$ cat src/rtl/operand_fetch.sv
// Operand fetch stage: 8x16 register file plus an IDLE/READ_A/READ_B/ISSUE
// sequencer that presents Ain/Bin/ALUop to the ALU under a valid/ready handshake.
module operand_fetch (
    input  logic        clk,
    input  logic        reset,
    input  logic        start,
    input  logic [2:0]  rn,
    input  logic [2:0]  rm,
    input  logic [1:0]  shift,
    input  logic        asel,
    input  logic        bsel,
    input  logic [15:0] sximm5,
    input  logic [1:0]  ALUop_in,
    input  logic        w_en,
    input  logic [2:0]  w_num,
    input  logic [15:0] w_data,
    input  logic        ready,
    output logic [15:0] Ain,
    output logic [15:0] Bin,
    output logic [1:0]  ALUop,
    output logic        valid,
    output logic        busy
);

    typedef enum logic [1:0] {
        IDLE   = 2'd0,
        READ_A = 2'd1,
        READ_B = 2'd2,
        ISSUE  = 2'd3
    } state_e;

    state_e      state_q, state_d;
    logic [2:0]  rn_q, rm_q;
    logic [1:0]  shift_q;
    logic        asel_q, bsel_q;
    logic [15:0] imm_q;
    logic [1:0]  op_q;
    logic [15:0] a_q, a_d;
    logic [15:0] b_q, b_d;
    logic [15:0] regs_q [8];
    logic [15:0] rm_val, rm_shifted;

    // NOTE: every signal assigned in an always_comb gets a default first so no
    // path leaves it unassigned; otherwise synthesis infers a latch.
    always_comb begin
        state_d = state_q;
        unique case (state_q)
            IDLE:    if (start) state_d = READ_A;
            READ_A:  state_d = READ_B;
            READ_B:  state_d = ISSUE;
            ISSUE:   if (ready) state_d = IDLE;
            default: state_d = IDLE;
        endcase
    end

    always_comb begin
        rm_val     = regs_q[rm_q];
        rm_shifted = rm_val;
        unique case (shift_q)
            2'b00: rm_shifted = rm_val;
            2'b01: rm_shifted = {rm_val[14:0], 1'b0};
            2'b10: rm_shifted = {1'b0, rm_val[15:1]};
            2'b11: rm_shifted = {rm_val[15], rm_val[15:1]};
            default: rm_shifted = rm_val;
        endcase
        a_d = asel_q ? 16'h0000 : regs_q[rn_q];
        b_d = bsel_q ? imm_q : rm_shifted;
    end

    // NOTE: sequential state uses non-blocking assignments so a register read
    // on the same edge as its write sees the old value, as the datapath expects.
    always_ff @(posedge clk) begin
        if (reset) begin
            state_q <= IDLE;
            rn_q    <= '0;
            rm_q    <= '0;
            shift_q <= '0;
            asel_q  <= 1'b0;
            bsel_q  <= 1'b0;
            imm_q   <= '0;
            op_q    <= '0;
            a_q     <= '0;
            b_q     <= '0;
            // NOTE: the register file is small and must read as zero after
            // reset, so it is cleared here rather than mapped to a RAM macro.
            for (int i = 0; i < 8; i++) regs_q[i] <= '0;
        end else begin
            state_q <= state_d;
            if (state_q == IDLE && start) begin
                rn_q    <= rn;
                rm_q    <= rm;
                shift_q <= shift;
                asel_q  <= asel;
                bsel_q  <= bsel;
                imm_q   <= sximm5;
                op_q    <= ALUop_in;
            end
            if (state_q == READ_A) a_q <= a_d;
            if (state_q == READ_B) b_q <= b_d;
            if (w_en) regs_q[w_num] <= w_data;
        end
    end

    // valid/busy decode the state register only; ready never reaches them.
    assign valid = (state_q == ISSUE);
    assign busy  = (state_q != IDLE);
    assign Ain   = a_q;
    assign Bin   = b_q;
    assign ALUop = op_q;

endmodule

$ cat config.mk
export PLATFORM = sky130hd
export DESIGN_NAME = operand_fetch
export DESIGN_NICKNAME = d
export VERILOG_FILES = /design/src/rtl/operand_fetch.sv
export SDC_FILE = /design/constraint.sdc
export NUM_CORES = 1
export LEC_CHECK = 0
export BUFFER_PORTS_ARGS = -buffer_cell sky130_fd_sc_hd__buf_4
export CELL_PAD_IN_SITES_DETAIL_PLACEMENT = 1
export CELL_PAD_IN_SITES_GLOBAL_PLACEMENT = 1
export CORE_AREA = 8 8 155 157
export DETAILED_ROUTE_END_ITERATION = 10
export DIE_AREA = 0 0 163 165
export PLACE_DENSITY = 0.85
export SYNTH_ARGS = -nofsm -noshare
export SYNTH_HDL_FRONTEND = slang
export SYNTH_SLANG_ARGS = --single-unit
export TNS_END_PERCENT = 1
$ cat constraint.sdc
create_clock -name clk -period 2.95 [get_ports clk]
set_clock_uncertainty 0.2 [all_clocks]
set_input_delay 0.295 -clock clk [delete_from_list [all_inputs] [get_ports clk]]
set_output_delay 0.295 -clock clk [all_outputs]
set_load 0.01 [all_outputs]
; ---- After elaboration in Yosys (flattened, before gate mapping)
; Memories as Yosys holds them, arrays and structs flattened. A register that Yosys moved wholly into a read port is not among the register bits.
; Index checks and enable logic that the tools add are counted.
[word_totals]
reg_bits = 62
ram_bits = 128
inputBits = 52
out_inout_bits = 36
wordCells = 43
n_memories = 1
[classes]
eq_ne = 8
n_mux = 18
n_reduce_logical = 6
[mem_list]
columns = memory, depth, width, rd, rd_clocked_by_memory_dff, write_ports, line_no
row1 = regs_q, 8, 16, 2, 2, 8, 40  ; logic [15:0] regs_q [8];
[op_table]
columns = op, count
row1 = 16-bit case mux with 4 select lines, 1
row2 = 16-bit 2-to-1 mux, 3
row3 = 16-bit OR reduction, 1
row4 = 3-bit 2-to-1 mux, 5
row5 = 2-bit equality test (second input constant), 4
row6 = 2-bit case mux with 4 select lines, 1
row7 = 1-bit 2-to-1 mux, 6
row8 = 2-bit by 1-bit equality test with 1-bit output (second input constant), 2
row9 = 2-bit logical NOT, 2
row10 = 2-bit 2-to-1 mux, 2
row11 = 2-bit inequality test (second input constant), 2
row12 = 2-bit AND reduction, 1
row13 = 2-bit nonzero test, 1
row14 = 1-bit logical AND, 1

; ---- Depth between registers and ports, before layout
; Gate-level depths: netlist of the first run.
[depth]
depth_word = 5
mapped_depth = 8

; ---- Worst setup path after synthesis of the first run
; No wires, ideal clock.
[synth_path]
path_kind = register to register
startpoint = reg (tool-made name)
endpoint = reg b_q[2], in the netlist Bin[2]
setup_time_ns = 0.132
t_arrival_ns = 1.787
required_ns = 2.618
setup_slack_ns = 0.831
stages_incl_launch_ff = 7
cell_sequence = dfxtp_1 -> buf_4 -> mux4_2 -> mux2_2 -> a221o_1 -> a211oi_1 -> nor3_1
[synth_lines]
columns = item, line_no
row1 = to (signal assigned), 83  ; b_q <= '0;
row2 = to (signal assigned), 99  ; if (state_q == READ_B) b_q <= b_d;
row3 = to (decl), 39  ; logic [15:0] b_q, b_d;

==> results.md, run 1 <==
* Status: completed
* FMAX at roughly 360 MHz
* Final worst-path cycle share at a little over nine tenths
* CP bufs+invs at 0
* Syn Inst Count at 788
* Clock buffer count from CTS at 17
* Num rows at 54
* Ys async rst share at 0%
* Met3 GRT Util at between 5 and 6%
* Synth warn at 0
* Ant. Diodes at 0
* PwrDens at 716 nW/µm²
* Max-cap violations at 0
* Worst-path fanout max at 12
* Vias in the first global route at roughly 7700
* Root buf cell: clkbuf_16
* Later-pin clock latency in the skew report at ~0.45 ns
* Clock sinks at around 200
* Filler Cells Inserted at roughly 2200
* CP most frequent cell: a221oi_1
* WL per Instance at approximately 26 µm
* First-pass GRT wire length at between 40000 and 50000 µm
* Final core utilization at about 53%
* Max Root-Sink Buffers at 2
* Place WS at between 0.3 and 0.4 ns
* Crit-path cells: nor2b_1, a221oi_1, a221oi_1, a21oi_1
* Met1 usage at 28.8%
* Synth cell types at 34
* Congestion Overflow GR at 0
* FF+latch count, synth at 196
* DRC Markers at 0
* All-Layer GR Usage at between 20% and 30%
* Share of cells above drive strength 1 at between 20% and 30%
* Area growth, synth to finish at 20.4%
* Met2 Use GR at roughly two fifths
* Initial core utilization at between 40% and 50%
* Vias per cell at between 5 and 6
* Final wirelength at 31300 µm
* Final TNS setup at 0 ns
* Detailed Place HPWL at approximately 20000 µm
* Worst hold path type: input port to flip-flop
* Largest area contributor in the netlist: edfxtp_1
* Mapped cell area at 9500 µm²
* Slew HR at between 20% and 30%
* CTS tree: built
* Yosys top cell area share at between 40% and 50%
* Reg2Reg Depth at 4
* GP Congestion at a little over 0.8
* Setup CP Type: flip-flop to flip-flop
* Post-synth top cells: and2_1 (130), edfxtp_1 (128), dfxtp_1 (68)
* Area of the die at approximately 27000 µm²
* Least-Margin Pin Slew at between 1 and 1.5 ns
* CTS H-tree depth at 4
* CTS clock-pin slew for the worst setup and hold paths at approximately 0.080 ns
* Area taken by multi-input logic gates at just over 4000 µm²
* Syn avg cell area at 12.1 µm²
* Drt initial violations at a little over 600
* Busiest grt layer: met2
* Primary FF master, synth: edfxtp_1
* Pwr Total at about 8 mW
* Final setup viols at 0
* Slowest cell on crit path: nor2b_1
* Register area share after synthesis at 54.8%
* WP data arrival at roughly 2.9 ns
* Final nets at 958
* DR pass1 iterations at 5
* Hold_ws at slightly below 0.008 ns
* Initial antenna violation count at 0
* Final hold violations at 0
* Number of enable flip-flop cells after synthesis at around 130
* Worst VDD drop at between 0.0004 and 0.0005 V
* Post-CTS setup buffer count at 0
* Reg area at roughly 5200 µm²
* Syn_nets at roughly 850
* Leak Pwr at between 4 and 5 nW
* Largest net degree at the start of global routing at 64
* IO buf count at between 80 and 90
* IO Pins at 88
* Final setup margin at roughly 0.15 ns
* Largest stage delay, worst path at 0.76 ns
* Req. time, crit path at about 3 ns
* Via count at about 7000
* Synth area leaders: edfxtp_1 (40%), dfxtp_1 (14%), mux4_2 (9.5%)
* Chip Height at ~170 µm
* Startpoint types: flip-flop
* Most common cell in the netlist: and2_1
* Crit. End Element: flip-flop
* Core area at about 21000 µm²
* CP delay by family, top: compound AO/OA/AOI/OAI gates
* Hold Crit Depth at 2
* Period minus WS final at around 2.8 ns
* Die W at 163 µm
* Critical path depth at 4
* Count of pins over their slew limit at 0
* Final ANT Viol Nets at 0
## routing by layer
metal  part of all wire [%]  vias to the layer above
met1                     40                     3606
met3                    7.8                       73
met5                      0                        -
met4                    2.4                        0
met2                     50                      355
li1                       -                     3105
## state kept, by name, summed over array words and instances (netlist names), named ones only
name / flops
imm_q: 16
Ain: 16
ALUop: 2
bsel_q: 1
asel_q: 1
state_q: 2
shift_q: 2
rn_q: 3
Bin: 16
rm_q: 3
regs_q: 128
## path summary, 6_finish.rpt
path | slack [ns] | endpoint | startpoint
setup / recovery | 0.15 | Bin[8]$_SDFFE_PP0P_ | flip-flop
hold / removal | 0.008 | regs_q[3][5]$_SDFFCE_PN0P_ | w_data[5]
setup reg to reg | 0.15 | Bin[8]$_SDFFE_PP0P_ | flip-flop
hold reg to reg | 0.27 | imm_q[8]$_SDFFE_PP0P_ | imm_q[8]$_SDFFE_PP0P_
## what timing repair did
item / CTS / global route
hold buffers: 41 / 0
hold endpoints to repair: 110 / 0
resized for setup: 0 / 0
## worst register-to-register path, delay by kind of cell (launching register included)
kind / cells / cell delay [ns]
AO/OA/AOI/OAI: 3 / 0.99
flip-flops: 1 / 0.72
AND/OR/NAND/NOR: 1 / 0.76
## metrics by stage
stage	area [µm²]	std cells
after CTS	11400	1194
after global placement	10400	1121
after global routing	11400	1194
after floorplan	9500	788
final	11400	1194
after detailed placement	10400	1121
## logic make-up after synthesis
kind of cell | count (synthesis) | share of synthesized area (%)
AO/OA/AOI/OAI | 131 | 8.97
adder cells (fa/ha/maj) | 5 | 0.658
flip-flops | 196 | 54.8
AND/OR/NAND/NOR | 284 | 15.8
multiplexers | 109 | 17.0
buffers and inverters | 63 | 2.80
## final cells by class
| class | count | area share (%) |
|---|---|---|
| Clock buffer | 17 | 3.72 |
| Clock inverter | 15 | 1.37 |
| Inverter | 7 | 0.230 |
| Multi-Input combinational cell | 529 | 35.2 |
| Sequential cell | 196 | 45.5 |
| Tap cell | 280 | 3.06 |
| Timing Repair Buffer | 150 | 10.9 |
## cells in the final DEF (no fill, tap or decap), types with 17 or more instances in the layout
cell	n
mux2_2	20
mux4_2	40
buf_4	108
a21oi_1	58
dfxtp_1	66
nand2_1	61
a221oi_1	23
edfxtp_1	128
mux2i_1	49
clkbuf_16	17
nor2b_1	22
dlygate4sd3_1	41
and2_1	130
nor2_1	49
## where the power goes
| part | internal (mW) | total [mW] | switching [mW] |
|---|---|---|---|
| clock network | 1.26 | 2.39 | 1.14 |
| registers | 3.23 | 3.49 | 0.262 |
| logic | 1.00 | 2.30 | 1.30 |
| total | 5.49 | 8.19 | 2.70 |
(Power assumes the default switching activity.)
==> run 2: changes to the inputs <==
CELL_PAD_IN_SITES_DETAIL_PLACEMENT = unset   (was 1)
CELL_PAD_IN_SITES_GLOBAL_PLACEMENT = unset   (was 1)
PLACE_DENSITY = 0.73   (was 0.85)
==> run 2 against run 1 <==
Against the previous run: fmax up 4.9%; non-clock buffer count is 1 lower; die area unchanged; combinational power is 5% lower; via count decreased by 6.7%; utilization increased by 0.20 points; first-iteration DRC count increased by 4.8%; global-route usage is 5.0 points lower; largest power group unchanged; register-to-register slack better by 0.13 ns; sequential cell count unchanged.
==> results.md, run 2 (synthesis results as in run 1) <==
* Status: completed (unchanged)
* Max-cap violations at 0 (unchanged)
* All-Layer GR Usage at 18.7% (was 23.7%)
* Hold_ws at 0.0152 ns (was 0.00782 ns)
* Worst VDD drop at 0.000424 V (was 0.000431 V)
* CTS tree: built (unchanged)
* Root buf cell: clkbuf_16 (unchanged)
* Final nets at 957 (was 958)
* Final wirelength at 24800 µm (was 31300 µm)
* Core area at 21500 µm² (unchanged)
* PostCTS Resize Cnt at 0 (unchanged)
* Later-pin clock latency in the skew report at 0.43 ns (was 0.45 ns)
* Clock sinks at 196 (unchanged)
* Inst Count DP at 1122 (was 1121)
* Max FFs per register at 128 (unchanged)
* Startpoint types: flip-flop (unchanged)
* Chip Height at 165 µm (unchanged)
* Final setup margin at 0.279 ns (was 0.147 ns)
* Filler Cells Inserted at 1774 (was 2216)
* Period minus WS final at 2.67 ns (was 2.80 ns)
* Req. time, crit path at 3.10 ns (was 3.07 ns)
* Ant. Diodes at 0 (unchanged)
* Commonest non-fill, non-tap cell in the layout: and2_1 (unchanged)
* Max Root-Sink Buffers at 2 (unchanged)
* CTS clock-pin slew for the worst setup and hold paths at 0.07 ns (was 0.08 ns)
* Least-Margin Pin Slew at 1.00 ns (was 1.08 ns)
* Final TNS setup at 0 ns (unchanged)
* WP data arrival at 2.82 ns (was 2.92 ns)
* Vias per cell at 5.58 (was 5.98)
* Post-Layout Inst Area at 11500 µm² (was 11400 µm²)
* Clock buffer count from CTS at 17 (unchanged)
* WL per Instance at 20.8 µm (was 26.2 µm)
* Cts-stage hold buffer count at 39 (was 41)
* CTS H-tree depth at 4 (unchanged)
* Leak Pwr at 4.14 nW (was 4.11 nW)
* DR pass1 iterations at 5 (unchanged)
* Die W at 163 µm (unchanged)
* Fin cells at 1193 (was 1194)
* Num rows at 54 (unchanged)
* Crit. End Element: flip-flop (unchanged)
* Commonest non-fill, non-tap cells in the layout: and2_1 (130), edfxtp_1 (128), buf_4 (109) (was and2_1 (130), edfxtp_1 (128), buf_4 (108))
* Vias in the first global route at 6591 (was 7708)
* Post-CTS setup buffer count at 0 (unchanged)
* GP Congestion at 0.836 (was 0.820)
* Detailed Place HPWL at 16000 µm (was 19700 µm)
* Via count at 6661 (was 7139)
* Count of pins over their slew limit at 0 (unchanged)
* DP Area at 10500 µm² (was 10400 µm²)
* First-pass GRT wire length at 38300 µm (was 47900 µm)
* FF-to-FF setup slack at 0.28 ns (was 0.15 ns)
* Initial antenna violation count at 1 (was 0)
* FMAX at 374 MHz (was 357 MHz)
* PwrDens at 709 nW/µm² (was 716 nW/µm²)
* Final setup viols at 0 (unchanged)
* Share of cells above drive strength 1 at 22.9% (was 22.8%)
* IO buf count at 87 (unchanged)
* IO Pins at 88 (unchanged)
* Worst-path fanout max at 18 (was 12)
* Drt initial violations at 637 (was 608)
* Final hold violations at 0 (unchanged)
* Place WS at 0.331 ns (was 0.305 ns)
* Worst r2r dst: Bin[9]$_SDFFE_PP0P_ (was Bin[8]$_SDFFE_PP0P_)
* Initial core utilization at 44.2% (unchanged)
* End point of the critical path: Bin[9]$_SDFFE_PP0P_ (was Bin[8]$_SDFFE_PP0P_)
* Largest net degree at the start of global routing at 64 (unchanged)
* Reg2Reg Depth at 5 (was 4)
* Slew HR at 32.8% (was 27.8%)
* Final ANT Viol Nets at 0 (unchanged)
* Congestion Overflow GR at 0 (unchanged)
* Setup CP Type: flip-flop to flip-flop (unchanged)
* DRC Markers at 0 (unchanged)
* RSZ-0062 raised after global routing: false
* Area of the die at 26900 µm² (unchanged)
* Worst hold path type: input port to flip-flop (unchanged)
* Final worst-path cycle share at 90.6% (was 95.0%)
* Area growth, synth to finish at 20.8% (was 20.4%)
* Biggest register: regs_q (unchanged)
[run 2: cell count changes in the layout (fill, tap and decap cells not counted), sizes merged]
cell / delta
inv: -2
clkbuf: +2
buf: +1
dlygate4sd3: -2
clkinvlp: -1
bufinv: +3
clkinv: -2
[run 2: how the worst min path moves through the flow]
stage | startpoint | cells past startpoint | slack, ns | to
3_5_place_dp | ALUop[0]$_SDFFE_PP0P_ | 2 | 0.25 | ALUop[0]$_SDFFE_PP0P_
2_1_floorplan | sximm5[10] | 2 | 0.23 | imm_q[10]$_SDFFE_PP0P_
3_3_place_gp | imm_q[5]$_SDFFE_PP0P_ | 2 | 0.24 | imm_q[5]$_SDFFE_PP0P_
5_1_grt | w_data[15] | 2 | 0.009 | regs_q[5][15]$_SDFFCE_PN0P_
4_1_cts | w_data[15] | 2 | 0.0006 | regs_q[0][15]$_SDFFCE_PN0P_
6_report | w_data[11] | 2 | 0.02 | regs_q[6][11]$_SDFFCE_PN0P_
[run 2: per-layer routing]
metal	global-route usage (%)	share of wire (%)
met1	25.0	44
met2	30.5	48
met3	3.86	7.0
met4	4.84	1.2
met5	0	0.032
[run 2: power by group]
part	leakage (nW)	switching (mW)	internal [mW]
Combinational	2.05	1.18	1.01
Sequential	1.78	0.218	3.23
Clock	0.302	1.00	1.51
[run 2: final cells by class]
type / count / area [µm²] / area share, %
clock buffer: 19 / 433 / 3.77
multi-input combinational: 529 / 4030 / 35.1
inverter: 7 / 26.3 / 0.229
tap: 280 / 350 / 3.05
sequential: 196 / 5210 / 45.4
timing repair buffer: 149 / 1230 / 10.7
clock inverter: 13 / 205 / 1.79
[run 2: worst max-delay path, cell delays in order (launching register included)]
cell      delay [ns]
dfxtp_1         0.84
nor2b_1         0.40
a22o_1          0.30
a221oi_1        0.46
a22oi_1         0.18
a21oi_1         0.20
[run 2: through the flow]
stage | utilization, % | total power, mW
after CTS | 53.4 | 8.16
after global routing | 53.4 | 8.51
after global placement | 48.7 | 5.59
final | 53.4 | 8.14
after floorplan | - | 4.89
after detailed placement | 48.7 | 5.63
